## config.mk

```make
export PLATFORM = sky130hd
export DESIGN_NAME = data_memory_master
export DESIGN_NICKNAME = d
export VERILOG_FILES = /design/src/rtl/data_memory_master.sv
export SDC_FILE = /design/constraint.sdc
export NUM_CORES = 1
export LEC_CHECK = 0
export BUFFER_PORTS_ARGS = -buffer_cell sky130_fd_sc_hd__buf_2
export CORE_ASPECT_RATIO = 2
export CORE_MARGIN = 2
export CORE_UTILIZATION = 51
export CTS_CLUSTER_DIAMETER = 120
export DETAILED_ROUTE_END_ITERATION = 12
export GPL_TIMING_DRIVEN = 0
export PLACE_DENSITY = 0.82
export SLEW_MARGIN = 20
export SYNTH_ARGS = -nofsm -noshare
export SYNTH_HDL_FRONTEND = slang
export SYNTH_SLANG_ARGS = --single-unit
```

## constraint.sdc

```tcl
create_clock -name clk -period 3 [get_ports clk]
set_input_delay 0.45 -clock clk [delete_from_list [all_inputs] [get_ports clk]]
set_output_delay 0.45 -clock clk [all_outputs]
set_load 0.005 [all_outputs]
```

## src/rtl/data_memory_master.sv

```systemverilog
// Load/store access controller for a single-port, word-addressed data memory.
// It accepts one request at a time. Sub-word stores are done as read-modify-write.
//
// state | meaning
// IDLE  | ready for a request; memory outputs parked at zero
// READ  | memory word addressed; read_data captured at end of cycle
// WRITE | write_en asserted with the final word
// RESP  | response presented until resp_ready
module data_memory_master #(
  parameter int ADDR_W = 15
) (
  input  logic              clk,
  input  logic              reset,
  input  logic              req_valid,
  output logic              req_ready,
  input  logic              req_write,
  input  logic [1:0]        req_size,
  input  logic              req_signed,
  input  logic [31:0]       req_addr,
  input  logic [31:0]       req_wdata,
  output logic              resp_valid,
  input  logic              resp_ready,
  output logic [31:0]       resp_rdata,
  output logic              resp_err,
  output logic [ADDR_W-1:0] data_address,
  output logic              write_en,
  output logic [31:0]       write_data,
  input  logic [31:0]       read_data
);

  typedef enum logic [1:0] {IDLE, READ, WRITE, RESP} state_t;

  localparam logic [1:0] SZ_BYTE = 2'b00;
  localparam logic [1:0] SZ_HALF = 2'b01;
  localparam logic [1:0] SZ_WORD = 2'b10;

  state_t              state_q, state_d;
  logic                wr_q;
  logic [1:0]          size_q;
  logic                sgn_q;
  logic [ADDR_W+1:0]   addr_q;
  logic [31:0]         wdata_q;
  logic [31:0]         rdata_q;
  logic                err_q;
  logic                req_err;
  logic                unused_addr_bits;

  // Address bits above the memory range are ignored.
  assign unused_addr_bits = ^req_addr[31:ADDR_W+2];

  // Select the addressed lane of a memory word and extend it to 32 bits.
  function automatic logic [31:0] extract(input logic [31:0] word, input logic [1:0] size,
                                          input logic sgn, input logic [1:0] lo);
    logic [31:0] sh;
    logic [31:0] res;
    res = word;
    if (size == SZ_BYTE) begin
      sh  = word >> {lo, 3'b000};
      res = {{24{sgn & sh[7]}}, sh[7:0]};
    end else if (size == SZ_HALF) begin
      sh  = word >> {lo[1], 4'b0000};
      res = {{16{sgn & sh[15]}}, sh[15:0]};
    end
    return res;
  endfunction

  // Replace the addressed lane of a memory word with the store data.
  function automatic logic [31:0] merge(input logic [31:0] word, input logic [31:0] wd,
                                        input logic [1:0] size, input logic [1:0] lo);
    logic [31:0] mask;
    logic [31:0] res;
    res = wd;
    if (size == SZ_BYTE) begin
      mask = 32'h0000_00FF << {lo, 3'b000};
      res  = (word & ~mask) | ({24'b0, wd[7:0]} << {lo, 3'b000});
    end else if (size == SZ_HALF) begin
      mask = 32'h0000_FFFF << {lo[1], 4'b0000};
      res  = (word & ~mask) | ({16'b0, wd[15:0]} << {lo[1], 4'b0000});
    end
    return res;
  endfunction

  // Misaligned or illegal-size requests are flagged at accept time.
  always_comb begin
    req_err = 1'b0;
    if (req_size == 2'b11)                           req_err = 1'b1;
    else if (req_size == SZ_HALF && req_addr[0])     req_err = 1'b1;
    else if (req_size == SZ_WORD && req_addr[1:0] != 2'b00) req_err = 1'b1;
  end

  // State register and request/response datapath registers.
  always_ff @(posedge clk or posedge reset) begin
    if (reset) begin
      state_q <= IDLE;
      wr_q    <= 1'b0;
      size_q  <= 2'b00;
      sgn_q   <= 1'b0;
      addr_q  <= '0;
      wdata_q <= '0;
      rdata_q <= '0;
      err_q   <= 1'b0;
    end else begin
      state_q <= state_d;
      case (state_q)
        IDLE: if (req_valid) begin
          wr_q    <= req_write;
          size_q  <= req_size;
          sgn_q   <= req_signed;
          addr_q  <= req_addr[ADDR_W+1:0];
          wdata_q <= req_wdata;
          rdata_q <= '0;
          err_q   <= req_err;
        end
        READ: begin
          // A sub-word store folds the merged word back into wdata_q for WRITE.
          if (wr_q) wdata_q <= merge(read_data, wdata_q, size_q, addr_q[1:0]);
          else      rdata_q <= extract(read_data, size_q, sgn_q, addr_q[1:0]);
        end
        default: ;
      endcase
    end
  end

  // Next-state decode.
  always_comb begin
    state_d = state_q;
    case (state_q)
      IDLE: if (req_valid) begin
        if (req_err)                          state_d = RESP;
        else if (req_write && req_size == SZ_WORD) state_d = WRITE;
        else                                  state_d = READ;
      end
      READ:  state_d = wr_q ? WRITE : RESP;
      WRITE: state_d = RESP;
      RESP:  if (resp_ready) state_d = IDLE;
      default: state_d = IDLE;
    endcase
  end

  // Outputs decoded from state; reset gating keeps them low while reset is held.
  always_comb begin
    req_ready    = (state_q == IDLE) && !reset;
    write_en     = (state_q == WRITE) && !reset;
    data_address = (state_q != IDLE) ? addr_q[ADDR_W+1:2] : '0;
    write_data   = (state_q != IDLE) ? wdata_q : '0;
    resp_valid   = (state_q == RESP);
    resp_rdata   = (state_q == RESP) ? rdata_q : '0;
    resp_err     = (state_q == RESP) ? err_q : 1'b0;
  end

endmodule

```

==> results.json, run 1 <==
{
  "vias": 5085,
  "drive_gt1_frac": 0.357,
  "ys_top_cells_by_area": "dfrtp_1, nor2b_1, mux2_2",
  "drt-total-wl_um": 17500,
  "viasPerCell": 5.95,
  "dieHeight_um": 148,
  "worstPathCellList": "inv_1, ha_1, buf_4, clkbuf_1, nor2b_1, buf_2",
  "synth_compound_area_frac": 0.220,
  "layout.nets": 823,
  "synth-seq-cells": 88,
  "synthSimpleGateAreaFrac": 0.193,
  "slew_headroom": 0.570,
  "critical_path_class": "flip-flop to primary output",
  "crit_required_ns": 2.55,
  "synth_top_area_cell": "dfrtp_1",
  "dr.pass1.iters": 5,
  "numPortBuffers": 171,
  "synth_xor_area_frac": 0,
  "area_growth_pct": 25.8,
  "cts_sinks": 88,
  "period_share": 0.819,
  "leakage_nw": 3.31,
  "clk_latency_ns": 0.34,
  "die_x_um": 75.9,
  "drc_errors": 0,
  "finalSetupTns_ns": 0,
  "dpl_cell_area_um2": 6330,
  "synthCells": 532,
  "synth_top_area_frac": 0.418,
  "final_common_cell": "buf_2",
  "fmax_mhz": 407,
  "fin_crit_ns": 2.46,
  "ctsLongestPathBuffers": 2,
  "synth_edf_count": 0,
  "row_count": 52,
  "synth_top_family_by_area": "compound AO/OA/AOI/OAI gates",
  "cts_resized": 0,
  "drt-initial-drc-count": 415,
  "cp_slowest_stage_delay_ns": 0.47,
  "final_cell_mix": "buf_2, dfrtp_1, nor2b_1",
  "dpl.hpwl_um": 13800,
  "tritoncts": "yes",
  "grt_usage": 0.317,
  "wl_per_cell_um": 20.5,
  "critical_path_peak_fanout": 10,
  "worst-r2r-setup-slack_ns": 0.72,
  "cts_made_buffers": 9,
  "p_per_area_nw_per_um2": 1100,
  "grt_start_max_net_pins": 54,
  "crit_slowest_cell": "clkbuf_1",
  "synthArstFlopShare": 1.00,
  "ir_worst_vdd_v": 0.000665,
  "post_cts_buffers": 0,
  "synth_area_um2": 5270,
  "worst-r2r-cell-count": 8,
  "worst_r2r_endpoint": "rdata_q[25]",
  "tightest_slew_ns": 0.641,
  "synth_ff_type": "dfrtp_1",
  "antenna_found_initial": 0,
  "fin_area_um2": 6630,
  "seq_area_frac_synth": 0.418,
  "grt_pass1_vias": 5075,
  "final-hold-violation-count": 0,
  "synth-adder-area-share": 0.00949,
  "syn_nets": 640,
  "synthMuxAreaShare": 0.108,
  "synth_warnings": 0,
  "num_antenna_cells": 0,
  "grt_pass1_wl_um": 26600,
  "critPathLaunchType": "flip-flop",
  "status": "completed",
  "setup_viol": 0,
  "start_util": 0.523,
  "drv_slew": 0,
  "r2r-start": "state_q[0]",
  "ios": 187,
  "die_area_um2": 11200,
  "antenna_left": 0,
  "min_path_type": "input port to asynchronous set/reset pin",
  "coreArea_um2": 10100,
  "gp_congestion": 0.939,
  "htreeDepth": 3,
  "finalClockSkew_ns": 0.0104,
  "rsz0062_at_grt": "false",
  "clk_pin_slew_ns": 0.07,
  "cap_violations": 0,
  "cts_hold_buf": 0,
  "overflow": 0,
  "cts-root-buf": "clkbuf_16",
  "postSynthAreaPerCell_um2": 9.91,
  "crit_path_end_kind": "primary output",
  "cp.arrival_ns": 2.01,
  "post-route-util": 0.658,
  "synth.distinct_cells": 55
}
## per-layer routing
metal | GRT usage | wire length (um)
met1 | 0.369 | 6280
met2 | 0.541 | 9240
met3 | 0.0416 | 979
met4 | 0.173 | 1010
met5 | 0 | 0
## kinds of logic (layout without fill, tap and decap cells)
logic type / after synthesis / after routing
compound gates: 153 / 153
fa+ha+maj: 4 / 4
buf+inv: 59 / 247
flops: 88 / 88
mux: 49 / 49
simple gates: 179 / 179
## worst max-delay path, delay by kind of cell, from the launching register on
family | cells | cell delay (ns)
AND/OR/NAND/NOR | 1 | 0.23
adder cells (fa/ha/maj) | 1 | 0.15
buffers and inverters | 4 | 0.88
flip-flops | 1 | 0.42
## per-stage QoR
step	setup WS (ns)	hold WS (ns)	power [mW]	cells
3_5_place_dp	0.735	0.468	6.09	839
4_1_cts	0.538	0.160	7.26	855
6_report	0.544	0.153	7.27	855
3_3_place_gp	-0.675	0.460	5.94	838
5_1_grt	0.479	0.188	7.74	855
2_1_floorplan	0.271	0.442	4.69	532
## power breakdown
part           switching (mW)  internal [mW]  total [mW]
Clock                   0.481          0.671        1.15
Sequential              0.395           1.74        2.13
Combinational            2.20           1.80        3.99
## cell type report
class / count / area [um^2]
inverter: 17 / 66.3
tap: 135 / 169
clock buffer: 10 / 239
timing repair buffer: 172 / 883
clock inverter: 6 / 68.8
sequential: 88 / 2200
multi-input combinational: 385 / 2800
fill: 843 / 3450
buffer: 42 / 203
## how the worst max path moves through the flow
stage / startpoint / to / depth (start not counted) / slack (ns)
2_1_floorplan: reset / asynchronous set/reset pin / 1 / 0.27
3_3_place_gp: reset / rdata_q[21] / 2 / -0.68
3_5_place_dp: state_q[0] / rdata_q[18] / 8 / 0.73
4_1_cts: state_q[0] / req_ready / 6 / 0.54
5_1_grt: state_q[1] / req_ready / 6 / 0.48
6_report: state_q[0] / req_ready / 6 / 0.54
## cells in the mapped netlist (all sizes together), types with 3 or more instances
cell,number
o221ai,3
o22a,8
a21oi,10
buf,21
ha,4
nand2b,4
mux2i,20
o31ai,8
o2bb2ai,8
a22oi,9
a211o,7
mux4,4
dfrtp,88
nand3,10
nand3b,9
o211ai,9
a221o,20
a21o,8
o21ai,30
o22ai,13
inv,16
nor2b,53
clkbuf,21
nand2,34
a221oi,8
mux2,25
and2,35
nor2,25
o21a,3
(Power assumes the default switching activity.)
==> inputs of run 2 (changes only) <==
--- a/config.mk
+++ b/config.mk
@@ -8,11 +8,11 @@
 export BUFFER_PORTS_ARGS = -buffer_cell sky130_fd_sc_hd__buf_2
 export CORE_ASPECT_RATIO = 2
 export CORE_MARGIN = 2
-export CORE_UTILIZATION = 51
+export CORE_UTILIZATION = 46
 export CTS_CLUSTER_DIAMETER = 120
 export DETAILED_ROUTE_END_ITERATION = 12
 export GPL_TIMING_DRIVEN = 0
-export PLACE_DENSITY = 0.82
+export PLACE_DENSITY = 0.78
 export SLEW_MARGIN = 20
 export SYNTH_ARGS = -nofsm -noshare
 export SYNTH_HDL_FRONTEND = slang
==> constraint.sdc (replaced) <==
create_clock -name clk -period 2 [get_ports clk]
set_input_delay 0.3 -clock clk [delete_from_list [all_inputs] [get_ports clk]]
set_output_delay 0.3 -clock clk [all_outputs]
set_load 0.005 [all_outputs]
==> results.json, run 2 (synthesis results as in run 1) <==
{
  "dpl_worst_slack_ns": -0.301,
  "cts-root-buf": "clkbuf_16",
  "wl_per_cell_um": 20.9,
  "final_cell_mix": "buf_2, dfrtp_1, nor2b_1",
  "coreArea_um2": 11200,
  "ir_worst_vdd_v": 0.000994,
  "vias": 5098,
  "report.power.total_mw": 11.6,
  "dieHeight_um": 155,
  "clk_pin_slew_ns": 0.07,
  "drive_gt1_frac": 0.409,
  "drc_errors": 0,
  "critPathLaunchType": "flip-flop",
  "drt-initial-drc-count": 441,
  "nFillCells": 956,
  "cts_made_buffers": 9,
  "numPortBuffers": 171,
  "finalSetupTns_ns": 0,
  "fin_crit_ns": 1.97,
  "die_area_um2": 12400,
  "cap_violations": 0,
  "dp_cells": 848,
  "cp_slowest_stage_delay_ns": 0.42,
  "num_antenna_cells": 0,
  "clk_latency_ns": 0.34,
  "grt_pass1_vias": 5190,
  "htreeDepth": 3,
  "worst_path_dominant_cell_family": "buffers and inverters",
  "dr.max_layer_used": "met4",
  "dpl.hpwl_um": 14400,
  "post-route-util": 0.620,
  "setup_ws_ns": 0.0290,
  "hold-worst-slack_ns": 0.186,
  "rsz0062_at_grt": "true",
  "final_common_cell": "buf_2",
  "grt_start_max_net_pins": 32,
  "status": "completed",
  "ios": 187,
  "crit_required_ns": 2.23,
  "worst-path-buf-inv": 4,
  "antenna_left": 0,
  "leakage_nw": 3.47,
  "fmax_mhz": 507,
  "critical_path_class": "flip-flop to flip-flop",
  "crit_path_end_kind": "flip-flop",
  "grt_pass1_wl_um": 28100,
  "fin_cells": 869,
  "worstPathCellList": "inv_1, ha_1, buf_6, nand2b_2, nand2_4, nor4b_4, buf_4, buf_6, a221o_2",
  "critical_path_peak_fanout": 10,
  "dr_wl_met2_um": 9720,
  "min_path_type": "input port to flip-flop",
  "cp_common_cell": "buf_6",
  "dr.pass1.iters": 5,
  "period_share": 0.986,
  "cts_sinks": 88,
  "met3_length_um": 998,
  "viasPerCell": 5.87,
  "area_growth_pct": 31.9,
  "antenna_found_initial": 0,
  "cp.arrival_ns": 2.20,
  "finalClockSkew_ns": 0.0103,
  "row_count": 55,
  "slew_headroom": 0.596,
  "grt_usage": 0.299,
  "die_x_um": 79.7,
  "start_util": 0.470,
  "ctsLongestPathBuffers": 2,
  "final-hold-violation-count": 0,
  "tightest_slew_ns": 0.606,
  "gp_congestion": 0.970,
  "p_per_area_nw_per_um2": 1670,
  "wl_met1_um": 6510,
  "crit_slowest_cell": "dfrtp_1",
  "overflow": 0,
  "drt-total-wl_um": 18200,
  "layout.nets": 830,
  "dpl_cell_area_um2": 6380,
  "tritoncts": "yes",
  "drv_slew": 0,
  "fin_area_um2": 6950,
  "setup_viol": 0
}
==> run 2: cell count changes in the layout (fill, tap and decap cells not counted), sizes merged <==
cell / before / now
clkbuf: 31 / 32
buf: 193 / 198
bufinv: 1 / 2
clkinv: 5 / 4
dlygate4sd3: 0 / 1
==> run 2: per-layer routing <==
metal / track usage / vias up
li1: - / 2320
met1: 0.332 / 2457
met2: 0.527 / 258
met3: 0.0447 / 63
met4: 0.173 / 0
met5: 0 / -
==> run 2: final timing paths <==
check,startpoint,end,depth (start not counted),slack (ns)
worst max-delay path,state_q[1],rdata_q[20],9,0.03
worst min-delay path,req_addr[2],addr_q[2],2,0.19
worst max register to register,state_q[1],rdata_q[20],9,0.03
worst min register to register,rdata_q[4],rdata_q[4],2,0.47
max in group asynchronous,reset,wdata_q[23],5,0.85
min in group asynchronous,reset,state_q[1],3,0.51
==> run 2: cell type report <==
cell class	instances	area [um^2]	share of cell area
Timing Repair Buffer	180	971	0.140
Clock buffer	10	239	0.0344
Tap cell	142	178	0.0256
Sequential cell	88	2200	0.317
Multi-Input combinational cell	385	2910	0.418
Inverter	17	68.8	0.00990
Clock inverter	6	91.3	0.0131
Buffer	41	297	0.0427
==> run 2: power by group <==
| part | switching, mW | internal, mW |
|---|---|---|
| sequential | 0.580 | 2.60 |
| clock | 0.739 | 1.14 |
| combinational | 3.49 | 3.08 |
| total | 4.81 | 6.82 |
==> run 2: what timing repair did <==
item,in CTS,in global routing
endpoints found under the setup margin,146,139
pin swaps,1,3
hold buffers,1,0
buffers inserted,2,3
endpoints found under the hold margin,12,0
gates resized for setup,30,51
